**src/rtl/add_seq_ctrl_pkg.sv**
```systemverilog
// Shared constants and helpers for the multi-word add/subtract sequencer.
// Latency: n/a (declarations only).
// Backpressure: n/a.
package add_seq_ctrl_pkg;

    localparam int WORD_W = 32;

    typedef enum logic [1:0] {
        ST_IDLE = 2'd0,
        ST_RUN  = 2'd1,
        ST_DONE = 2'd2
    } state_t;

    // Width of the word index; at least one bit so the register always exists.
    function automatic int idx_w(input int words);
        return (words > 1) ? $clog2(words) : 1;
    endfunction

endpackage

```
**src/rtl/add_seq_ctrl_full_adder_32bit.sv**
```systemverilog
// Existing 32-bit combinational adder datapath with carry in/out.
// Latency: combinational, zero cycles.
// Backpressure: none; outputs follow inputs continuously.
module full_adder_32bit (
    input  logic [31:0] x,
    input  logic [31:0] y,
    input  logic        c_in,
    output logic [31:0] sum,
    output logic        c_out
);

    // Full 33-bit sum so the top bit becomes the carry-out.
    assign {c_out, sum} = {1'b0, x} + {1'b0, y} + {32'b0, c_in};

endmodule

```
**src/rtl/add_seq_ctrl.sv**
```systemverilog
// Wide add/subtract by time-multiplexing one 32-bit adder, one word per cycle, LSW first.
// Latency: start accepted in cycle 0, done pulses in cycle WORDS+1; one op per WORDS+2 cycles.
// Backpressure: start is only taken in IDLE; starts while busy are dropped, not queued.
module add_seq_ctrl
    import add_seq_ctrl_pkg::*;
#(
    parameter int WORDS = 4
) (
    input  logic                      clk,
    input  logic                      reset,
    input  logic                      start,
    input  logic                      op_sub,
    input  logic [WORDS*WORD_W-1:0]   a,
    input  logic [WORDS*WORD_W-1:0]   b,
    input  logic                      cin,
    output logic                      busy,
    output logic                      done,
    output logic [WORDS*WORD_W-1:0]   result,
    output logic                      cout,
    output logic                      ovf
);

    localparam int W  = WORDS * WORD_W;
    localparam int IW = idx_w(WORDS);

    state_t          state, state_nxt;
    logic [IW-1:0]   idx, idx_nxt;
    logic            carry, carry_nxt;
    logic [W-1:0]    a_reg, a_reg_nxt;
    logic [W-1:0]    b_reg, b_reg_nxt;
    logic [W-1:0]    result_nxt;
    logic            cout_nxt, ovf_nxt;
    logic            busy_nxt, done_nxt;

    logic [WORD_W-1:0] x_word, y_word, sum_word;
    logic              c_out;

    // Pick the current word of each operand; b_reg already holds ~b for subtract.
    assign x_word = a_reg[idx*WORD_W +: WORD_W];
    assign y_word = b_reg[idx*WORD_W +: WORD_W];

    full_adder_32bit u_adder (x_word, y_word, carry, sum_word, c_out);

    // Next-state and datapath updates; everything holds unless the state says otherwise.
    always_comb begin
        state_nxt  = state;
        idx_nxt    = idx;
        carry_nxt  = carry;
        a_reg_nxt  = a_reg;
        b_reg_nxt  = b_reg;
        result_nxt = result;
        cout_nxt   = cout;
        ovf_nxt    = ovf;

        case (state)
            ST_IDLE: begin
                if (start) begin
                    // Subtract is a + ~b + ~borrow, so invert b and the borrow-in once here.
                    a_reg_nxt  = a;
                    b_reg_nxt  = op_sub ? ~b : b;
                    carry_nxt  = op_sub ^ cin;
                    result_nxt = '0;
                    idx_nxt    = '0;
                    state_nxt  = ST_RUN;
                end
            end
            ST_RUN: begin
                result_nxt[idx*WORD_W +: WORD_W] = sum_word;
                carry_nxt = c_out;
                if (idx == IW'(WORDS - 1)) begin
                    // Signed overflow: same-sign operands producing an opposite-sign sum.
                    cout_nxt  = c_out;
                    ovf_nxt   = (x_word[WORD_W-1] == y_word[WORD_W-1]) &&
                                (sum_word[WORD_W-1] != x_word[WORD_W-1]);
                    state_nxt = ST_DONE;
                end else begin
                    idx_nxt = idx + IW'(1);
                end
            end
            ST_DONE: begin
                state_nxt = ST_IDLE;
            end
            default: begin
                state_nxt = ST_IDLE;
            end
        endcase

        // Status flags are decoded from the next state so they come straight out of flops.
        busy_nxt = (state_nxt != ST_IDLE);
        done_nxt = (state_nxt == ST_DONE);
    end

    // State, datapath and registered outputs; reset abandons any operation in flight.
    always_ff @(posedge clk or posedge reset) begin
        if (reset) begin
            state  <= ST_IDLE;
            idx    <= '0;
            carry  <= 1'b0;
            a_reg  <= '0;
            b_reg  <= '0;
            result <= '0;
            cout   <= 1'b0;
            ovf    <= 1'b0;
            busy   <= 1'b0;
            done   <= 1'b0;
        end else begin
            state  <= state_nxt;
            idx    <= idx_nxt;
            carry  <= carry_nxt;
            a_reg  <= a_reg_nxt;
            b_reg  <= b_reg_nxt;
            result <= result_nxt;
            cout   <= cout_nxt;
            ovf    <= ovf_nxt;
            busy   <= busy_nxt;
            done   <= done_nxt;
        end
    end

endmodule

```
**config.mk**
```make
export PLATFORM = sky130hd
export DESIGN_NAME = add_seq_ctrl
export DESIGN_NICKNAME = d
export VERILOG_FILES = /design/src/rtl/add_seq_ctrl_pkg.sv /design/src/rtl/add_seq_ctrl_full_adder_32bit.sv /design/src/rtl/add_seq_ctrl.sv
export SDC_FILE = /design/constraint.sdc
export NUM_CORES = 1
export LEC_CHECK = 0
export ABC_AREA = 1
export CORE_MARGIN = 2
export CORE_UTILIZATION = 50
export CTS_CLUSTER_SIZE = 20
export DETAILED_ROUTE_END_ITERATION = 7
export PLACE_DENSITY_LB_ADDON = 0.15
export REMOVE_ABC_BUFFERS = 1
export SYNTH_ARGS = -nofsm -noshare
export SYNTH_HDL_FRONTEND = slang
export SYNTH_SLANG_ARGS = --single-unit
```
**constraint.sdc**
```tcl
create_clock -name clk -period 16.1 [get_ports clk]
set_input_delay 3.22 -clock clk [delete_from_list [all_inputs] [get_ports clk]]
set_output_delay 3.22 -clock clk [all_outputs]
set_load 0.05 [all_outputs]
```
### Word level (Yosys, flattened, before mapping)

Cells that the tools add are included.

| cells by class | value |
|---|---|
| add/subtract/negate cells | 4 |
| multipliers | 0 |
| div/mod/pow operators | 0 |
| $lt $le $gt $ge | 0 |
| equal/unequal tests | 7 |
| shift operators | 4 |
| muxes and demuxes | 12 |
| bitwise operators | 2 |
| reduce and logical (&&, ||, !) cells | 8 |

Operator list:

| operator | number |
|---|---|
| $mux W128 | 2 |
| $pmux W128 S2 | 1 |
| $shiftx A128 B8 Y32 | 2 |
| $bwmux W128 | 1 |
| $not A128 Y128 | 1 |
| $shift A32 B34 Y128 const A | 1 |
| $shiftx A32 B34 Y128 | 1 |
| $neg A7 Y34 | 1 |
| $add A32 B32 Y33 | 1 |
| $add A33 B1 Y33 | 1 |
| $mux W2 | 4 |
| $pmux W2 S2 | 2 |
| $reduce_and A2 Y1 | 3 |
| $eq A2 B2 Y1 const B | 2 |
| $ne A2 B2 Y1 const B | 2 |
| $reduce_bool A2 Y1 | 2 |
| $reduce_and A3 Y1 | 1 |
| $add A2 B1 Y2 const B | 1 |
| $eq A2 B1 Y1 const B | 1 |
| $logic_not A2 Y1 | 1 |
| $pmux W1 S2 | 1 |
| $eq A1 B1 Y1 | 1 |
| $logic_and A1 B1 Y1 | 1 |
| $mux W1 | 1 |
| 2 further kinds | 2 |

| word-level totals | value |
|---|---|
| flip-flop bits (word level) | 393 |
| bits in latches | 0 |
| memory bits (writable) | 0 |
| bits in read-only memories | 0 |
| input port bits | 261 |
| output and inout port bits | 132 |
| word-level logic and storage cells | 47 |
| memories kept | 0 |

### Longest topological paths before layout

| logic depth | value |
|---|---|
| word-level depth | 6 |
| depth in mapped cells | 20 |
| gate-level depth less buffers | 17 |

### By module

Synthesis repeated with hierarchy kept, for this count alone.

| second synthesis, totals | value |
|---|---|
| cell total of the unflattened synthesis | 2553 |
| area, all modules | 20115.5 um2 |

By module, submodules not included:

| module | instances | cells each | area each (um2) | seq. area each (um2) |
|---|---|---|---|---|
| add_seq_ctrl | 1 | 2051 | 17734.5 | 9834.4 |
| full_adder_32bit | 1 | 502 | 2381.0 | 0.0 |

### Least setup slack after synthesis

No wires, ideal clock.

| path | value |
|---|---|
| path kind | input to register |
| start point | in start |
| end point | reg result[12] |
| setup time | 121 ps |
| arrival | 4038 ps |
| slack | 11941 ps |
| stages | 7 |
| buffers on the path | 1 |
| cell sequence | nand3_4 inv_2 nor2_4 a21oi_1 inv_2 buf_2 a22o_1 |

| between the ends | value |
|---|---|
| longest elaborated chain between the ends | 2 |

Ends and longest elaborated chain:

| what | line | source |
|---|---|---|
| start: declaration | add_seq_ctrl.sv:11 | `input logic start,` |
| $ne A2 B2 Y1 (no line) | -- |  |
| $reduce_and A2 Y1 (no line) | -- |  |
| end signal: assignment | add_seq_ctrl.sv:112 | `result <= result_nxt;` |
| end: declaration | add_seq_ctrl.sv:18 | `output logic [WORDS*WORD_W-1:0] result,` |

Every way passes these cells.
A chain may end at the register's enable or synchronous reset.

### Worst setup path in the final report

| path | value |
|---|---|
| start point | in start |
| end point | reg b_reg[49] |

| between the ends | value |
|---|---|
| longest elaborated chain between the ends | 1 |

Ends and longest elaborated chain:

| what | line | source |
|---|---|---|
| $reduce_and A2 Y1 (no line) | -- |  |
| end signal: assignment | add_seq_ctrl.sv:111 | `b_reg <= b_reg_nxt;` |
| end: declaration | add_seq_ctrl.sv:30 | `logic [W-1:0] b_reg, b_reg_nxt;` |

Every way passes these cells.

==> impl_metrics.env <==
export IMPL_die_height_um=204
export IMPL_routed_wl_um=57800
export IMPL_fin_nets=3137
export IMPL_max_cap_viol_count=0
export IMPL_die_w_um=204
export IMPL_whs_path_depth=2
export IMPL_hold_end="a_reg[80]$_DFFE_PP0P_"
export IMPL_cts_buffers=42
export IMPL_clock_latency_ns=0.57
export IMPL_timing_rr_start="idx[0]$_DFFE_PP0P_"
export IMPL_synth_edff_count=0
export IMPL_grt_ovfl_total=0
export IMPL_design_core_area_mm2=0.0397
export IMPL_placedCellCount=3320
export IMPL_met3_length_um=4090
export IMPL_critPathRequiredTime_ns=16.47
export IMPL_vias=17883
export IMPL_row_count=73
export IMPL_wire_per_inst_um=17.0
export IMPL_hold_viol_final=0
export IMPL_cp_max_fo=128
export IMPL_diodes=0
export IMPL_worstPathArrival_ns=6.27
export IMPL_syn_area_mm2=0.0201
export IMPL_fin_crit_ns=5.90
export IMPL_ant_nets=0
export IMPL_route_met2_wl_um=26500
export IMPL_startpoint_type="input port"
export IMPL_hold_class="flip-flop to flip-flop"
export IMPL_h_tree_depth=2
export IMPL_place_congestion=0.886
export IMPL_num_io_pins=393
export IMPL_worstSetupPathType="input port to flip-flop"
export IMPL_cts_setup_buffers=0
export IMPL_cts_root_buf="clkbuf_16"
export IMPL_grt_max_degree=170
export IMPL_drive_above_1_share_pct=5.29
export IMPL_synth_seq_area_share_pct=49.0
export IMPL_drt_iter0_markers=1457
export IMPL_slew_limit_headroom_pct=27.0
export IMPL_post_route_period_util_pct=36.7
export IMPL_antenna_found_initial=1
export IMPL_yosysWarningCount=0
export IMPL_first_global_vias=17135
export IMPL_die_area_mm2=0.0418
export IMPL_skew_ns=0.0203
export IMPL_netlist_cell_type_count=38
export IMPL_dp_hpwl_um=39800
export IMPL_tns_ns=0
export IMPL_cts_sinks=393
export IMPL_grt_usage_pct=27.9
export IMPL_grt_pass1_wl_um=92000
export IMPL_cts_resized=0
export IMPL_status="completed"
export IMPL_synthToLayoutAreaGrowth_pct=27.0
export IMPL_async_reset_ff_share_pct=100
export IMPL_m1WireLength_um=26000
export IMPL_synth_seq_cells=393
export IMPL_syn_area_per_cell_um2=7.93
export IMPL_cts_tree="done"
export IMPL_drcViolationCount=0
export IMPL_io_buffers=392
export IMPL_end_kind="flip-flop"
export IMPL_r2r_cells=15
export IMPL_clock_fmax_ghz=0.169
export IMPL_synthesis_instances=2534
export IMPL_tightest_slew_ns=1.10
export IMPL_drt_pass1_iter_count=8
export IMPL_start_util_pct=50.6
export IMPL_fin_cells=3397
export IMPL_highest_layer="met5"
export IMPL_r2r_setup_slack_ns=11.65
export IMPL_clk_pin_slew_ns=0.06
export IMPL_holdCritStartpoint="a_reg[80]$_DFFE_PP0P_"
export IMPL_setup_viol=0
export IMPL_ys_flop_type="dfrtp_1"
export IMPL_maxSlewViolCount=0
export IMPL_reg2reg_to="result[60]$_DFFE_PP0P_"
export IMPL_rsz0062_at_grt="no"
export IMPL_whs_ns=0.472
export IMPL_clockBufferDepth=3
export IMPL_vias_per_cell=5.26
export IMPL_cts_hold_buf=0
cells in the final DEF, fill, tap and decap left out, drive strengths merged:
master,netlist,final
clkdlybuf4s50,0,391
clkinvlp,0,2
o22ai,64,64
ha,35,35
nor3,6,6
clkbuf,62,64
nand2,977,977
buf,82,14
xnor2,135,135
and3,2,2
nand3,61,61
a32o,2,2
fa,2,2
o21ai,301,301
nand4,22,22
dfrtp,393,393
o211ai,1,1
a22o,17,17
inv,145,148
a21o,1,1
nor2,190,190
a21oi,22,22
and2,2,2
o21bai,1,1
xor2,10,10
clkinv,1,9
final cells by class:
cell class,count,area (um^2)
tap,525,657
multi-input combinational,1851,9060
clock inverter,13,77.6
inverter,146,561
clock buffer,64,1270
fill,3451,14200
sequential,393,9840
timing repair buffer,405,4040
worst max-delay path by stage:
| stage | startpoint | to | slack (ns) | cells after the start |
|---|---|---|---|---|
| 2_1_floorplan | reset | a_reg[0]$_DFFE_PP0P_ | 1.95 | 1 |
| 3_3_place_gp | start | b_reg[119]$_DFFE_PP0P_ | 9.80 | 5 |
| 3_5_place_dp | start | b_reg[118]$_DFFE_PP0P_ | 9.73 | 5 |
| 4_1_cts | start | b_reg[49]$_DFFE_PP0P_ | 10.25 | 5 |
| 5_1_grt | start | b_reg[91]$_DFFE_PP0P_ | 9.99 | 5 |
| 6_report | start | b_reg[49]$_DFFE_PP0P_ | 10.20 | 5 |
layer usage:
layer  up-vias  GRT usage, %
met5         -             0
met4         2          5.98
met3        75          4.18
met2       661          44.6
met1      8477          40.4
li1       8668             -
Yosys cell counts (3+ instances only):
master    count  area, um^2
nand3_2       7        70.1
nand3_1      53         265
inv_2        19        71.3
nor3_1        4        20.0
buf_2        72         360
ha_1         35         438
nor2_8        3        60.1
a21oi_1      21         105
nand4_1      22         138
buf_1         7        26.3
xor2_1        6        52.6
xnor2_1     135        1180
clkbuf_1     62         233
o22ai_1      64         400
nand2_1     961        3610
xor2_2        4        65.1
dfrtp_1     393        9830
o21ai_1      32         160
o21ai_0     269        1350
a22o_1       17         149
buf_4         3        22.5
inv_1       126         473
nand2_2      15        93.8
nor2_4        3        33.8
nor2_2        9        56.3
nor2_1      175         657
through the flow:
| stage | util (%) | area [um^2] | setup WS [ns] |
|---|---|---|---|
| detailed placement | 60.8 | 24200 | 9.73 |
| global placement | 60.8 | 24200 | 9.80 |
| global route | 64.2 | 25500 | 9.99 |
| floorplan | - | 19400 | 1.95 |
| CTS | 64.2 | 25500 | 10.25 |
| finish | 64.2 | 25500 | 10.20 |
cell families (layout without fill, tap and decap cells):
kind of cell,count (synthesis),after routing,share of synthesized area (%)
xor+xnor,145,145,6.47
simple gates,1260,1260,25.3
buf+inv,290,628,5.92
fa+ha+maj,37,37,2.38
flops,393,393,49.0
compound gates,409,409,11.0
critical path: stages:
cell and delay (ns):
clkdlybuf4s50_1 0.48, nand3_4 0.53, buf_4 0.71, buf_4 0.98, o21ai_0 0.27
Power is not shown: default switching activity piles up to over one toggle a cycle in this logic, so the estimate is an artifact.
